<file path="src/rtl/fsm_resp_capture_pkg.sv">
// Shared types and constants for the FSM response capture block.
// Records are {ts, y}: timestamp in the MSBs, observed vector in the LSBs.
package fsm_capture_pkg;

  typedef enum logic [1:0] {
    IDLE    = 2'd0,
    ARMED   = 2'd1,
    CAPTURE = 2'd2,
    DONE    = 2'd3
  } state_e;

  localparam logic [31:0] MISR_POLY = 32'h04C1_1DB7;

  localparam int Y_LSB = 0;

  function automatic int ts_lsb(input int out_w);
    return out_w;
  endfunction

  function automatic logic [31:0] misr_step(
    input logic [31:0] s,
    input logic [31:0] d
  );
    logic [31:0] fb;
    fb = s[31] ? MISR_POLY : 32'h0;
    return {s[30:0], 1'b0} ^ fb ^ d;
  endfunction

endpackage

</file>
<file path="src/rtl/fsm_resp_capture_if.sv">
// Record drain handshake: the capture block is the master (source),
// the harness or scan-out logic is the slave (sink).
interface fsm_resp_capture_if #(
  parameter int W = 38
) ();

  logic         rd_valid;
  logic         rd_ready;
  logic [W-1:0] rd_data;

  modport master (
    output rd_valid,
    output rd_data,
    input  rd_ready
  );

  modport slave (
    input  rd_valid,
    input  rd_data,
    output rd_ready
  );

endinterface

</file>
<file path="src/rtl/fsm_resp_capture_fifo.sv">
// Show-ahead synchronous FIFO; rdata is the head entry, zero when empty.
// A push into a full FIFO lands only if a pop happens in the same cycle.
module capture_fifo #(
  parameter int W     = 38,
  parameter int DEPTH = 8,
  localparam int AW   = $clog2(DEPTH)
) (
  input  logic         clk,
  input  logic         rst,
  input  logic         push,
  input  logic [W-1:0] wdata,
  input  logic         pop,
  output logic [W-1:0] rdata,
  output logic         full,
  output logic         empty,
  output logic [AW:0]  count
);

  logic [W-1:0]  mem [DEPTH];
  logic [AW-1:0] wptr;
  logic [AW-1:0] rptr;
  logic [AW:0]   cnt;
  logic          do_push;
  logic          do_pop;

  assign empty   = (cnt == '0);
  assign full    = (cnt == (AW+1)'(DEPTH));
  assign do_pop  = pop && !empty;
  assign do_push = push && (!full || do_pop);
  assign count   = cnt;
  assign rdata   = empty ? '0 : mem[rptr];

  always_ff @(posedge clk) begin
    if (do_push) mem[wptr] <= wdata;
  end

  always_ff @(posedge clk or negedge rst) begin
    if (!rst) begin
      wptr <= '0;
      rptr <= '0;
      cnt  <= '0;
    end else begin
      if (do_push) wptr <= wptr + 1'b1;
      if (do_pop)  rptr <= rptr + 1'b1;
      unique case ({do_push, do_pop})
        2'b10:   cnt <= cnt + 1'b1;
        2'b01:   cnt <= cnt - 1'b1;
        default: cnt <= cnt;
      endcase
    end
  end

endmodule

</file>
<file path="src/rtl/fsm_resp_capture.sv">
// Observes an FSM output vector, arms on a masked trigger, logs changes.
// Optional MISR signature on sig when CAPTURE_MISR_EN is defined.
module fsm_resp_capture
  import fsm_capture_pkg::*;
#(
  parameter int OUT_W = 22,
  parameter int DEPTH = 8,
  parameter int TS_W  = 16
) (
  input  logic                   clk,
  input  logic                   rst,
  input  logic                   start,
  input  logic                   stop,
  input  logic [OUT_W-1:0]       trig_mask,
  input  logic [OUT_W-1:0]       trig_val,
  input  logic [OUT_W-1:0]       y_in,
  fsm_resp_capture_if.master     rd,
  output logic                   busy,
  output logic                   done,
  output logic                   overflow,
  output logic [$clog2(DEPTH):0] count,
  output logic [31:0]            sig
);

  localparam int RW     = TS_W + OUT_W;
  localparam int TS_LSB = ts_lsb(OUT_W);

  localparam logic [1:0] S_IDLE    = IDLE;
  localparam logic [1:0] S_ARMED   = ARMED;
  localparam logic [1:0] S_CAPTURE = CAPTURE;
  localparam logic [1:0] S_DONE    = DONE;

  localparam logic [TS_W-1:0] TS_MAX = '1;

  logic [1:0]       state;
  logic [TS_W-1:0]  ts;
  logic [OUT_W-1:0] y_prev;
  logic             ovf;

  logic             hit;
  logic             chg;
  logic             pop;
  logic             room;
  logic             push;
  logic             lost;
  logic             trig;
  logic [RW-1:0]    wdata;
  logic [RW-1:0]    rdata;
  logic             full;
  logic             empty;

  capture_fifo #(
    .W     (RW),
    .DEPTH (DEPTH)
  ) u_fifo (
    .clk   (clk),
    .rst   (rst),
    .push  (push),
    .wdata (wdata),
    .pop   (pop),
    .rdata (rdata),
    .full  (full),
    .empty (empty),
    .count (count)
  );

  assign rd.rd_valid = !empty;
  assign rd.rd_data  = rdata;

  assign busy     = (state == S_ARMED) || (state == S_CAPTURE);
  assign done     = (state == S_DONE);
  assign overflow = ovf;

  assign hit  = ((y_in ^ trig_val) & trig_mask) == '0;
  assign chg  = (y_in != y_prev);
  assign pop  = rd.rd_valid && rd.rd_ready;
  assign room = !full || pop;
  assign trig = (state == S_ARMED) && !stop && hit;

  always_comb begin
    push  = 1'b0;
    lost  = 1'b0;
    wdata = '0;
    wdata[Y_LSB +: OUT_W] = y_in;
    unique case (1'b1)
      (state == S_ARMED): begin
        push = trig && room;
        lost = trig && !room;
      end
      (state == S_CAPTURE): begin
        wdata[TS_LSB +: TS_W] = ts;
        push = chg && room;
        lost = chg && !room;
      end
      default: ;
    endcase
  end

  // A record that cannot be stored ends the run; the log is incomplete.
  always_ff @(posedge clk or negedge rst) begin
    if (!rst) begin
      state  <= S_IDLE;
      ts     <= '0;
      y_prev <= '0;
      ovf    <= 1'b0;
    end else begin
      unique case (1'b1)
        (state == S_IDLE),
        (state == S_DONE): begin
          if (start) begin
            state <= S_ARMED;
            ts    <= '0;
            ovf   <= 1'b0;
          end
        end
        (state == S_ARMED): begin
          if (stop) begin
            state <= S_DONE;
          end else if (hit) begin
            ts     <= TS_W'(1);
            y_prev <= y_in;
            if (lost) begin
              ovf   <= 1'b1;
              state <= S_DONE;
            end else begin
              state <= S_CAPTURE;
            end
          end
        end
        (state == S_CAPTURE): begin
          if (ts != TS_MAX) ts <= ts + 1'b1;
          if (push) y_prev <= y_in;
          if (lost) begin
            ovf   <= 1'b1;
            state <= S_DONE;
          end else if (stop) begin
            state <= S_DONE;
          end
        end
        default: state <= S_IDLE;
      endcase
    end
  end

`ifdef CAPTURE_MISR_EN
  always_ff @(posedge clk or negedge rst) begin
    if (!rst) begin
      sig <= '0;
    end else if (trig) begin
      sig <= '0;
    end else if (state == S_CAPTURE) begin
      sig <= misr_step(sig, 32'(y_in));
    end
  end
`else
  assign sig = '0;
`endif

endmodule

</file>
<file path="src/flat_wrapper.sv">
// flat-port wrapper written by rule: the top's interface ports become plain ports
module fsm_resp_capture_flat import fsm_capture_pkg::*;
#(
  parameter int OUT_W = 22,
  parameter int DEPTH = 8,
  parameter int TS_W  = 16
)
  (clk, rst, start, stop, trig_mask, trig_val, y_in, busy, done, overflow, count, sig, rd_rd_valid, rd_rd_data, rd_rd_ready);
  fsm_resp_capture_if #(.W((TS_W + OUT_W))) rd_i ();
  input  logic clk;
  input  logic rst;
  input  logic start;
  input  logic stop;
  input  logic [OUT_W-1:0] trig_mask;
  input  logic [OUT_W-1:0] trig_val;
  input  logic [OUT_W-1:0] y_in;
  output logic busy;
  output logic done;
  output logic overflow;
  output logic [$clog2(DEPTH):0] count;
  output logic [31:0] sig;
  output wire logic [$bits(rd_i.rd_valid)-1:0] rd_rd_valid;
  output wire logic [$bits(rd_i.rd_data)-1:0] rd_rd_data;
  input wire logic [$bits(rd_i.rd_ready)-1:0] rd_rd_ready;
  assign rd_rd_valid = rd_i.rd_valid;
  assign rd_rd_data = rd_i.rd_data;
  assign rd_i.rd_ready = rd_rd_ready;
  fsm_resp_capture #(.OUT_W(OUT_W), .DEPTH(DEPTH), .TS_W(TS_W)) u_core (.clk(clk), .rst(rst), .start(start), .stop(stop), .trig_mask(trig_mask), .trig_val(trig_val), .y_in(y_in), .rd(rd_i), .busy(busy), .done(done), .overflow(overflow), .count(count), .sig(sig));
endmodule
</file>
<file path="config.mk">
export PLATFORM = sky130hd
export DESIGN_NAME = fsm_resp_capture_flat
export DESIGN_NICKNAME = d
export VERILOG_FILES = /design/src/rtl/fsm_resp_capture_pkg.sv /design/src/rtl/fsm_resp_capture_if.sv /design/src/rtl/fsm_resp_capture_fifo.sv /design/src/rtl/fsm_resp_capture.sv /design/src/flat_wrapper.sv
export SDC_FILE = /design/constraint.sdc
export NUM_CORES = 1
export LEC_CHECK = 0
export ABC_AREA = 1
export CAP_MARGIN = 20
export CORE_ASPECT_RATIO = 1.75
export CORE_UTILIZATION = 54
export CTS_BUF_LIST = sky130_fd_sc_hd__clkbuf_8
export CTS_CLUSTER_SIZE = 30
export DETAILED_ROUTE_END_ITERATION = 10
export PLACE_DENSITY = 0.79
export REMOVE_ABC_BUFFERS = 1
export SLEW_MARGIN = 25
export SYNTH_ARGS = -nofsm -noshare
export SYNTH_HDL_FRONTEND = slang
export SYNTH_SLANG_ARGS = --single-unit
</file>
<file path="constraint.sdc">
create_clock -name clk -period 3.4 [get_ports clk]
set_clock_uncertainty 0.1 [all_clocks]
set_input_delay 0.68 -clock clk [delete_from_list [all_inputs] [get_ports clk]]
set_output_delay 0.68 -clock clk [all_outputs]
set_load 0.005 [all_outputs]
</file>
==> results.cfg, run 1 <==
[routing]
ant_nets = 0
firstDrtPassIters = 6
drc = 0
viasPerCell = 5.829
wire_per_inst_um = 20.55
vias = 12340
drt_iter0_drc = 1417
drt-total-wl_mm = 43.50

[floorplanning]
die_x_um = 131.0
dieArea_um2 = 29860
rows = 82
initial_core_util_pct = 54.97
core_area_um2 = 28630
die-height_um = 227.8
top_level_ports = 149

[clocking]
cts_max_level = 2
clk_pin_slew_worst_paths_ps = 70
ctsRootBufferMaster = clkbuf_8
clock-sinks = 355
tritoncts = yes
cts_hold_buf = 0
clk_path_buf_depth = 3
insertion_delay_ps = 600
cts_buffers = 48

[logic_synthesis]
synth_async_sr_flop_share_pct = 14.37
syn_inst = 1485
synth_compound_area_share_pct = 11.00
synth_fa_ha_area_share_pct = 0.7156
synth-edff-count = 304
ys_warn_count = 0
synth-main-ff-cell = edfxtp_1
ys_seq_area_share_pct = 66.12
synth-xor-area-share_pct = 1.336
synth_top_family_by_area = simple AND/OR/NAND/NOR gates
synth_cell_types = 42
ys_ff_latch = 355
muxShareOfSynthArea_pct = 0.07156
synth_area_um2 = 15740
yosys.area_share.simple_pct = 14.84
syn_area_per_cell_um2 = 10.60

[global_routing]
antenna_found_initial = 0
grt_pass1_vias = 12030
grt-ovfl-total = 0
grt_usage_pct = 28.75
grt_max_degree = 73
grt_pass1_wl_mm = 63.87

[layout]
n_antenna_cell = 0
nets = 1780
final_cell_mix = edfxtp_1 (304), nor2_1 (271), o21ai_0 (222), nand2_1 (197), inv_1 (116)
multi_input_area_um2 = 4593
areaGrowthSynthToFinish_pct = 24.40
drive_gt1_share_pct = 13.23
fillers = 1922
final_common_cell = edfxtp_1
register_area_um2 = 10420

[power]
power_mw = 15.52
p_leak_nw = 7.901
vdd_drop_max_mv = 0.5617
p_per_area_nw_per_um2 = 792.6

[placed_design]
portBuffers = 116
gp_congestion = 0.9431
pre_cts_ws_ps = -425.5
dp_hpwl_mm = 25.63

[run_status]
status = completed

[worst_setup_path]
startpoint_type = register
cp_top_family = buffers and inverters
cp_slowest_cell = dfrtp_4
crit_type = reg -> out
required_ps = 2620
crit_path_cell_trace = clkinv_8, buf_12, clkbuf_16, nor2_1, o22ai_1, o21ai_0, a31oi_1, clkdlybuf4s50_1
end_kind = primary output
cp_max_fo = 17
worstPathArrival_ps = 2560
critPathMaxStageDelay_ps = 550
crit_buf_inv = 4

[timing]
rsz0062_at_grt = yes
hold_viol_final = 0
final.setup.tns_ps = 0
fmax_mhz = 299.4
setup_viol = 0
drv_slew = 0
slew-limit-headroom_pct = 53.84
worst_pin_slew_ps = 692.4
post-route-period-util_pct = 98.24
min_period_ps = 3340
setup_slack_ps = 59.76

[run]
drv_cap = 0

[hold_path]
hold_class = in -> async
metal layers:
layer,vias to the layer above,wire [um],GRT usage (%)
met3,150,3543,4.104
met5,-,0,0
li1,5510,-,-
met2,773,22260,48.73
met4,0,2139,15.01
met1,5907,15550,35.14
state kept, by name, indices dropped and copies added, names as in the netlist:
| signal | cells |
|---|---|
| u_core.u_fifo.mem | 304 |
| u_core.y_prev | 22 |
| u_core.ts | 16 |
| u_core.u_fifo.count | 4 |
| u_core.u_fifo.rptr | 3 |
| u_core.u_fifo.wptr | 3 |
| u_core.state | 2 |
| u_core.overflow | 1 |
area by class of cell:
type | instances | share of cell area [%]
timing repair buffer | 238 | 14.12
tap | 378 | 2.416
inverter | 102 | 2.128
sequential | 355 | 53.20
multi-input combinational | 955 | 23.46
clock buffer | 51 | 3.586
clock inverter | 38 | 1.080
logic make-up (layout without fill, tap and decap cells):
kind of cell	count (synthesis)	in the layout
DFF	355	355
adders and majority gates	9	9
muxes	1	1
xor gates and xnor gates	24	24
and+or+nand+nor	569	569
other	1	32
AOI/OAI and AO/OA	320	320
buffers and inverters	206	429
synth_stat cells (2+ instances only):
cell type	number	area [um^2]
edfxtp_1	304	9129
nor2_1	279	1047
o21ai_0	224	1121
nand2_1	197	739.5
inv_1	101	379.1
clkbuf_1	58	217.7
dfrtp_1	51	1276
nand3_1	42	210.2
a31oi_1	39	244.0
o22ai_1	39	244.0
buf_4	32	240.2
nor3_1	17	85.08
xnor2_1	12	105.1
xor2_1	12	105.1
ha_1	9	112.6
nand4_1	9	56.30
o21ai_2	8	70.07
a21oi_1	6	30.03
buf_2	6	30.03
buf_1	4	15.01
nand2_2	4	25.02
nor2_2	4	25.02
o21ai_1	3	15.01
and3_1	2	12.51
clkbuf_2	2	10.01
nand3_2	2	20.02
nor3b_1	2	15.01
or2_1	2	12.51
or2_2	2	12.51
worst register-to-register path, delay by kind of cell (launching register included):
family                   cells  cell delay (ps)
AND/OR/NAND/NOR              8             1170
adder cells (fa/ha/maj)      2              450
flip-flops                   1              410
AO/OA/AOI/OAI                2              270
buffers and inverters        3              180
XOR/XNOR                     1              160
path summary, 6_finish.rpt:
path	slack [ps]	cells past startpoint	startpoint	end
setup / recovery	60	8	u_core.u_fifo.rptr[0]	rd_rd_data[19]
hold / removal	20	1	rst	u_core.ts[9]
setup reg to reg	590	16	u_core.state[1]	u_core.u_fifo.count[3]
hold reg to reg	410	2	u_core.y_prev[21]	u_core.y_prev[21]
max in group asynchronous	2490	2	rst	u_core.y_prev[13]
min in group clk	410	2	u_core.y_prev[21]	u_core.y_prev[21]
repair_timing:
item                       in CTS  in global routing
buffers inserted                5                  7
pin swaps                       1                  3
gates resized for setup        21                 49
setup endpoints to repair      38                 31
gates cloned                    6                  6
where the power goes:
group	total [mW]	switching (mW)	internal, mW
Combinational	6.99	3.97	3.02
Clock	3.09	1.55	1.54
Sequential	5.44	0.276	5.16
through the flow:
stage          hold slack (ps)  instances  cell area, um^2  utilization, %
2_1_floorplan            284.4       1412            15310               -
3_3_place_gp             381.0       2005            18040           63.04
3_5_place_dp             393.3       2005            18040           63.04
4_1_cts                  8.960       2105            19250           67.26
5_1_grt                  36.44       2117            19580           68.39
6_report                 24.91       2117            19580           68.39
Note: power is estimated with default switching activity, not from simulation.
==> run 2: changes to the inputs <==
GPL_ROUTABILITY_DRIVEN = 1   (was unset)
==> results of run 2 <==
The final DEF is identical to that of run 1; final timing and power are the same.
